===== src/rtl/mips_multicycle_core.sv =====
// Multicycle MIPS core with one unified memory port using a req/ready handshake.
// The FSM holds in FETCH/MEMRD/MEMWR until the memory signals ready.
module mips_multicycle_core #(
  parameter int          ADDR_WIDTH = 32,
  parameter logic [31:0] RESET_PC   = 32'h0,
  parameter int          TEST_REG   = 2
) (
  input  logic                  CLK,
  input  logic                  RST,
  output logic                  mem_req,
  output logic                  mem_we,
  output logic [ADDR_WIDTH-1:0] mem_addr,
  output logic [31:0]           mem_wdata,
  input  logic [31:0]           mem_rdata,
  input  logic                  mem_ready,
  output logic                  retire,
  output logic                  illegal,
  output logic [15:0]           test_value
);

  typedef enum logic [3:0] {
    S_FETCH, S_DECODE, S_MEMADR, S_MEMRD, S_MEMWB, S_MEMWR,
    S_EXEC, S_ALUWB, S_ADDIEX, S_ADDIWB, S_BRANCH, S_JUMP
  } state_t;

  localparam logic [5:0] OP_RTYPE = 6'h00;
  localparam logic [5:0] OP_LW    = 6'h23;
  localparam logic [5:0] OP_SW    = 6'h2B;
  localparam logic [5:0] OP_BEQ   = 6'h04;
  localparam logic [5:0] OP_ADDI  = 6'h08;
  localparam logic [5:0] OP_J     = 6'h02;

  localparam logic [5:0] FN_ADD = 6'h20;
  localparam logic [5:0] FN_SUB = 6'h22;
  localparam logic [5:0] FN_AND = 6'h24;
  localparam logic [5:0] FN_OR  = 6'h25;
  localparam logic [5:0] FN_SLT = 6'h2A;

  localparam logic [2:0] ALU_AND = 3'b000;
  localparam logic [2:0] ALU_OR  = 3'b001;
  localparam logic [2:0] ALU_ADD = 3'b010;
  localparam logic [2:0] ALU_SUB = 3'b110;
  localparam logic [2:0] ALU_SLT = 3'b111;

  localparam logic [ADDR_WIDTH-1:0] PC_RST   = RESET_PC[ADDR_WIDTH-1:0];
  localparam logic [4:0]            TEST_IDX = TEST_REG[4:0];

  state_t                  state_q, state_d;
  logic [ADDR_WIDTH-1:0]   pc_q, pc_d;
  logic [31:0]             ir_q, ir_d;
  logic [31:0]             a_q, a_d;
  logic [31:0]             b_q, b_d;
  logic [31:0]             alu_q, alu_d;
  logic [31:0]             mdr_q, mdr_d;
  logic [31:0]             rf_q [32];

  logic                    rf_we;
  logic [4:0]              rf_waddr;
  logic [31:0]             rf_wdata;
  logic                    req, we, ret, ill;
  logic [ADDR_WIDTH-1:0]   addr;
  logic [31:0]             wdata;

  logic [5:0]  op, fn;
  logic [4:0]  rs, rt, rd;
  logic [31:0] imm_se, pc_ext, rs_val, rt_val, jump_tgt;

  function automatic logic funct_ok(input logic [5:0] f);
    return (f == FN_ADD) || (f == FN_SUB) || (f == FN_AND) ||
           (f == FN_OR)  || (f == FN_SLT);
  endfunction

  function automatic logic [2:0] alu_ctl(input logic [5:0] f);
    logic [2:0] c;
    case (f)
      FN_SUB:  c = ALU_SUB;
      FN_AND:  c = ALU_AND;
      FN_OR:   c = ALU_OR;
      FN_SLT:  c = ALU_SLT;
      default: c = ALU_ADD;
    endcase
    return c;
  endfunction

  function automatic logic [31:0] alu_op(input logic [2:0] c, input logic [31:0] x,
                                         input logic [31:0] y);
    logic [31:0] r;
    case (c)
      ALU_AND: r = x & y;
      ALU_OR:  r = x | y;
      ALU_SUB: r = x - y;
      ALU_SLT: r = {31'b0, $signed(x) < $signed(y)};
      default: r = x + y;
    endcase
    return r;
  endfunction

  assign op       = ir_q[31:26];
  assign rs       = ir_q[25:21];
  assign rt       = ir_q[20:16];
  assign rd       = ir_q[15:11];
  assign fn       = ir_q[5:0];
  assign imm_se   = {{16{ir_q[15]}}, ir_q[15:0]};
  assign pc_ext   = 32'(pc_q);
  assign rs_val   = (rs == 5'd0) ? 32'h0 : rf_q[rs];
  assign rt_val   = (rt == 5'd0) ? 32'h0 : rf_q[rt];
  assign jump_tgt = {pc_ext[31:28], ir_q[25:0], 2'b00};

  always_comb begin
    state_d  = state_q;
    pc_d     = pc_q;
    ir_d     = ir_q;
    a_d      = a_q;
    b_d      = b_q;
    alu_d    = alu_q;
    mdr_d    = mdr_q;
    rf_we    = 1'b0;
    rf_waddr = 5'd0;
    rf_wdata = alu_q;
    req      = 1'b0;
    we       = 1'b0;
    addr     = pc_q;
    wdata    = b_q;
    ret      = 1'b0;
    ill      = 1'b0;
    case (state_q)
      S_FETCH: begin
        req = 1'b1;
        if (mem_ready) begin
          ir_d    = mem_rdata;
          pc_d    = pc_q + ADDR_WIDTH'(4);
          state_d = S_DECODE;
        end
      end
      S_DECODE: begin
        // pc_q already holds PC+4 here, so this is the branch target
        a_d   = rs_val;
        b_d   = rt_val;
        alu_d = pc_ext + {imm_se[29:0], 2'b00};
        case (op)
          OP_LW, OP_SW: state_d = S_MEMADR;
          OP_RTYPE:     state_d = S_EXEC;
          OP_BEQ:       state_d = S_BRANCH;
          OP_ADDI:      state_d = S_ADDIEX;
          OP_J:         state_d = S_JUMP;
          default: begin
            ill     = 1'b1;
            state_d = S_FETCH;
          end
        endcase
      end
      S_MEMADR: begin
        alu_d   = a_q + imm_se;
        state_d = (op == OP_LW) ? S_MEMRD : S_MEMWR;
      end
      S_MEMRD: begin
        req  = 1'b1;
        addr = alu_q[ADDR_WIDTH-1:0];
        if (mem_ready) begin
          mdr_d   = mem_rdata;
          state_d = S_MEMWB;
        end
      end
      S_MEMWB: begin
        rf_we    = 1'b1;
        rf_waddr = rt;
        rf_wdata = mdr_q;
        ret      = 1'b1;
        state_d  = S_FETCH;
      end
      S_MEMWR: begin
        req  = 1'b1;
        we   = 1'b1;
        addr = alu_q[ADDR_WIDTH-1:0];
        if (mem_ready) begin
          ret     = 1'b1;
          state_d = S_FETCH;
        end
      end
      S_EXEC: begin
        if (funct_ok(fn)) begin
          alu_d   = alu_op(alu_ctl(fn), a_q, b_q);
          state_d = S_ALUWB;
        end else begin
          ill     = 1'b1;
          state_d = S_FETCH;
        end
      end
      S_ALUWB: begin
        rf_we    = 1'b1;
        rf_waddr = rd;
        ret      = 1'b1;
        state_d  = S_FETCH;
      end
      S_ADDIEX: begin
        alu_d   = a_q + imm_se;
        state_d = S_ADDIWB;
      end
      S_ADDIWB: begin
        rf_we    = 1'b1;
        rf_waddr = rt;
        ret      = 1'b1;
        state_d  = S_FETCH;
      end
      S_BRANCH: begin
        if (a_q == b_q) pc_d = alu_q[ADDR_WIDTH-1:0];
        ret     = 1'b1;
        state_d = S_FETCH;
      end
      S_JUMP: begin
        pc_d    = jump_tgt[ADDR_WIDTH-1:0];
        ret     = 1'b1;
        state_d = S_FETCH;
      end
      default: state_d = S_FETCH;
    endcase
  end

  always_ff @(posedge CLK) begin
    if (!RST) state_q <= S_FETCH;
    else      state_q <= state_d;
  end

  always_ff @(posedge CLK) begin
    if (!RST) begin
      pc_q <= PC_RST;
      ir_q <= 32'h0;
    end else begin
      pc_q <= pc_d;
      ir_q <= ir_d;
    end
  end

  always_ff @(posedge CLK) begin
    a_q   <= a_d;
    b_q   <= b_d;
    alu_q <= alu_d;
    mdr_q <= mdr_d;
  end

  always_ff @(posedge CLK) begin
    if (!RST) begin
      for (int i = 0; i < 32; i++) rf_q[i] <= 32'h0;
    end else if (rf_we && (rf_waddr != 5'd0)) begin
      rf_q[rf_waddr] <= rf_wdata;
    end
  end

  // Reset gates every handshake/status output combinationally
  assign mem_req    = req & RST;
  assign mem_we     = we & RST;
  assign retire     = ret & RST;
  assign illegal    = ill & RST;
  assign mem_addr   = addr;
  assign mem_wdata  = wdata;
  assign test_value = rf_q[TEST_IDX][15:0];

endmodule


===== config.mk =====
export PLATFORM = sky130hd
export DESIGN_NAME = mips_multicycle_core
export DESIGN_NICKNAME = d
export VERILOG_FILES = /design/src/rtl/mips_multicycle_core.sv
export SDC_FILE = /design/constraint.sdc
export NUM_CORES = 2
export LEC_CHECK = 0
export CAP_MARGIN = 40
export CORE_ASPECT_RATIO = 0.9
export CORE_UTILIZATION = 61
export DETAILED_ROUTE_END_ITERATION = 6
export PLACE_DENSITY_LB_ADDON = 0.1
export SKIP_CTS_REPAIR_TIMING = 1
export SYNTH_ARGS = -nofsm -noshare
export SYNTH_HDL_FRONTEND = slang
export SYNTH_SLANG_ARGS = --single-unit
export TNS_END_PERCENT = 20

===== constraint.sdc =====
create_clock -name CLK -period 5.25 [get_ports CLK]
set_input_delay 1.05 -clock CLK [delete_from_list [all_inputs] [get_ports CLK]]
set_output_delay 1.05 -clock CLK [all_outputs]
set_load 0.01 [all_outputs]

==> out/qor.yml <==
worstSetupPathType: "flip-flop to output pin"
area_growth_pct: 11.50
cp_top_family: "buffers and inverters"
relSlewSlack_pct: 23.50
fillers: 7869
slowest_delay_ns: 0.49
routed_wl_mm: 249.3
cts_root_buffer: "clkbuf_16"
register_area_um2: 35990
syn_inst: 5528
ys_async_sr_fraction_pct: 0
dr_total_vias: 51740
dieArea_um2: 113600
ys_seq_elements: 1220
clock.fmax_ghz: 0.2237
maxSlewViolCount: 0
finalNonFillerCells: 7097
grt_pass1_vias: 48930
clkSlewWorstSetupHoldPaths_ns: 0.06
die_x_um: 355.2
drtAntennaViolNets: 0
clk_latency_ns: 0.79
die_y_um: 319.9
drv_cap: 0
worst_pin_slew_ns: 1.147
worst-endpoint-required_ns: 4.20
hp-start: "ir_q[26]"
holdPathEnd: "ir_q[26]"
cts_sinks: 1220
yosys.area_share.xor_xnor_pct: 1.164
reg2reg_slack_ns: 1.09
drcViolationCount: 48
coreArea_um2: 111300
antenna_found_initial: 15
synthesis.area_um2: 68500
status: "complete, but fails checks"
r2r_start: "state_q[0]"
path_buf_inv: 3
synth_compound_area_share_pct: 8.548
h-tree-depth: 3
dp.cells: 6863
cts_buffers: 121
grt_pass1_wl_mm: 351.1
drive_gt1_share_pct: 19.47
finalSetupTns_ns: 0
first_iter_violations: 9061
cp_max_fo: 36
io_buffers: 118
via_per_inst: 7.290
std_cell_rows: 116
fin_nets: 5708
reg2reg_depth: 8
hold_class: "flip-flop to flip-flop"
p_leak_nw: 26.31
synth-edff-count: 1152
netlist-cell-type-count: 78
arrival_ns: 3.42
wire_per_inst_um: 35.13
rsz0062_at_grt: "false"
synth_ff_type: "edfxtp_1"
violations: "design-rule violations"
cp-end-kind: "output pin"
gr-total-overflow: 0
grt_usage_pct: 43.86
start_util_pct: 61.53
power-per-cell-area_nw_per_um2: 444.2
hold_viol_final: 0
ir_drop_mv: 0.3244
setup_violations: 0
ys_seq_area_share_pct: 52.49
dp_hpwl_mm: 170.5
avgSynthCellArea_um2: 12.39
yosysWarnings: 0
first_pass_iters: 7
cts_tree: "done"
startpoint_type: "flip-flop"
multi_input_area_um2: 30690
period_share_pct: 85.14
place_congestion: 1.017
fin_worst_skew_ns: 0.06989
synth_mux_area_share_pct: 20.68
grt_max_degree: 94
crit_path_top_delay_cell: "clkdlybuf4s50_1"
clockBufferDepth: 3
r2r_end: "rf_q[29][23]"
layout_min_cycle_time_ns: 4.470
crit_path_cell_trace: "clkinv_1, nor2_1, o21a_1, buf_4, mux2_2, clkdlybuf4s50_1"
synth_top_family_by_area: "multiplexers"
ios: 119
holdPathStages: 2
yosys.area_share.simple_pct: 10.47
synth-adder-area-share_pct: 2.985
[logic make-up (layout without fill, tap and decap cells)]
| group | count (synthesis) | count (layout) |
|---|---|---|
| buffers and inverters | 629 | 688 |
| other | 1 | 36 |
| xor gates and xnor gates | 91 | 91 |
| muxes | 799 | 799 |
| and+or+nand+nor | 1746 | 1746 |
| DFF | 1220 | 1220 |
| AOI/OAI and AO/OA | 881 | 881 |
| adders and majority gates | 161 | 161 |
[area by class of cell]
cell class | count | share of cell area [%]
sequential | 1220 | 47.12
multi-input combinational | 3710 | 40.18
timing repair buffer | 344 | 4.390
clock buffer | 151 | 4.181
tap | 1475 | 2.416
clock inverter | 78 | 1.127
inverter | 115 | 0.5684
antenna | 4 | 0.01311
[cells in the mapped netlist (57+ instances only)]
| cell type | number | area (µm²) |
|---|---|---|
| o22ai_1 | 70 | 437.9 |
| a211oi_1 | 63 | 473.0 |
| inv_1 | 113 | 424.2 |
| clkbuf_1 | 388 | 1456 |
| edfxtp_1 | 1152 | 34590 |
| o21ai_0 | 149 | 745.7 |
| a21oi_1 | 228 | 1141 |
| mux4_2 | 484 | 10900 |
| buf_2 | 57 | 285.3 |
| dfxtp_1 | 68 | 1361 |
| xnor2_1 | 67 | 586.8 |
| nor2_1 | 1202 | 4512 |
| mux2i_1 | 223 | 2232 |
| o221ai_1 | 65 | 569.3 |
| nand2_1 | 275 | 1032 |
| ha_1 | 157 | 1964 |
| mux2_2 | 92 | 1036 |
[worst reg2reg max path, cell delays in order (launching register included)]
cell and delay [ns]:
dfxtp_2 0.40, clkinv_1 0.38, nor2_1 0.66, o21ai_1 0.44, nor3_1 0.70, nand2_1 0.11, buf_4 0.33, nand2_2 0.49
buf_4 0.35
[flip-flops by register name, indices dropped and copies added, names as in the netlist]
| register | count |
|---|---|
| rf_q | 1024 |
| a_q | 32 |
| alu_q | 32 |
| ir_q | 32 |
| mdr_q | 32 |
| mem_wdata | 32 |
| pc_ext | 32 |
| state_q | 4 |
[worst max path at each step]
| stage | start | endpoint | slack (ns) | depth (start not counted) |
|---|---|---|---|---|
| 2_1_floorplan | RST | retire | 1.26 | 5 |
| 3_3_place_gp | state_q[0] | rf_q[10][14] | 1.26 | 9 |
| 3_5_place_dp | state_q[0] | rf_q[10][5] | 1.21 | 9 |
| 4_1_cts | state_q[0] | mem_addr[19] | 0.89 | 6 |
| 5_1_grt | state_q[0] | mem_addr[19] | 0.70 | 6 |
| 6_report | state_q[0] | mem_addr[19] | 0.78 | 6 |
[cell usage in the layout, fill, tap and decap left out, types with 43 or more instances in the layout]
master	count
nand2_1	238
nor2_1	1202
xnor2_1	67
a21o_1	43
o221ai_1	65
o21ai_0	148
mux4_2	484
edfxtp_1	1152
inv_1	112
buf_4	187
mux2_2	92
clkdlybuf4s50_1	117
a221oi_1	47
clkbuf_16	123
a21oi_1	227
o22ai_1	70
ha_1	157
nor3_1	49
a211oi_1	63
mux2i_1	191
dfxtp_1	56
[per-layer routing]
layer / GRT usage [%] / vias up / part of all wire [%]
met3: 13.77 / 754 / 15
met2: 63.57 / 4464 / 43
met5: 0 / - / 0.060
met4: 24.38 / 18 / 6.7
met1: 59.02 / 25640 / 35
li1: - / 20860 / -
[metrics by stage]
step / instance area [µm²] / power, mW / setup WS (ns) / hold WS, ns / utilization [%]
final: 76380 / 33.93 / 0.7802 / 0.5042 / 68.61
after CTS: 76360 / 33.42 / 0.8852 / 0.5117 / 68.60
after global placement: 71970 / 24.30 / 1.259 / 0.4813 / 64.65
after detailed placement: 72310 / 24.58 / 1.214 / 0.4988 / 64.96
after floorplan: 68620 / 19.32 / 1.257 / 0.4671 / -
after global routing: 76370 / 34.64 / 0.6970 / 0.5369 / 68.60
[report_power, final]
| part | internal [mW] | switching (mW) |
|---|---|---|
| Clock | 5.03 | 3.99 |
| Combinational | 4.29 | 8.17 |
| Sequential | 11.4 | 1.01 |
| Total | 20.8 | 13.2 |
No activity file was read; power rests on OpenSTA's default activity.
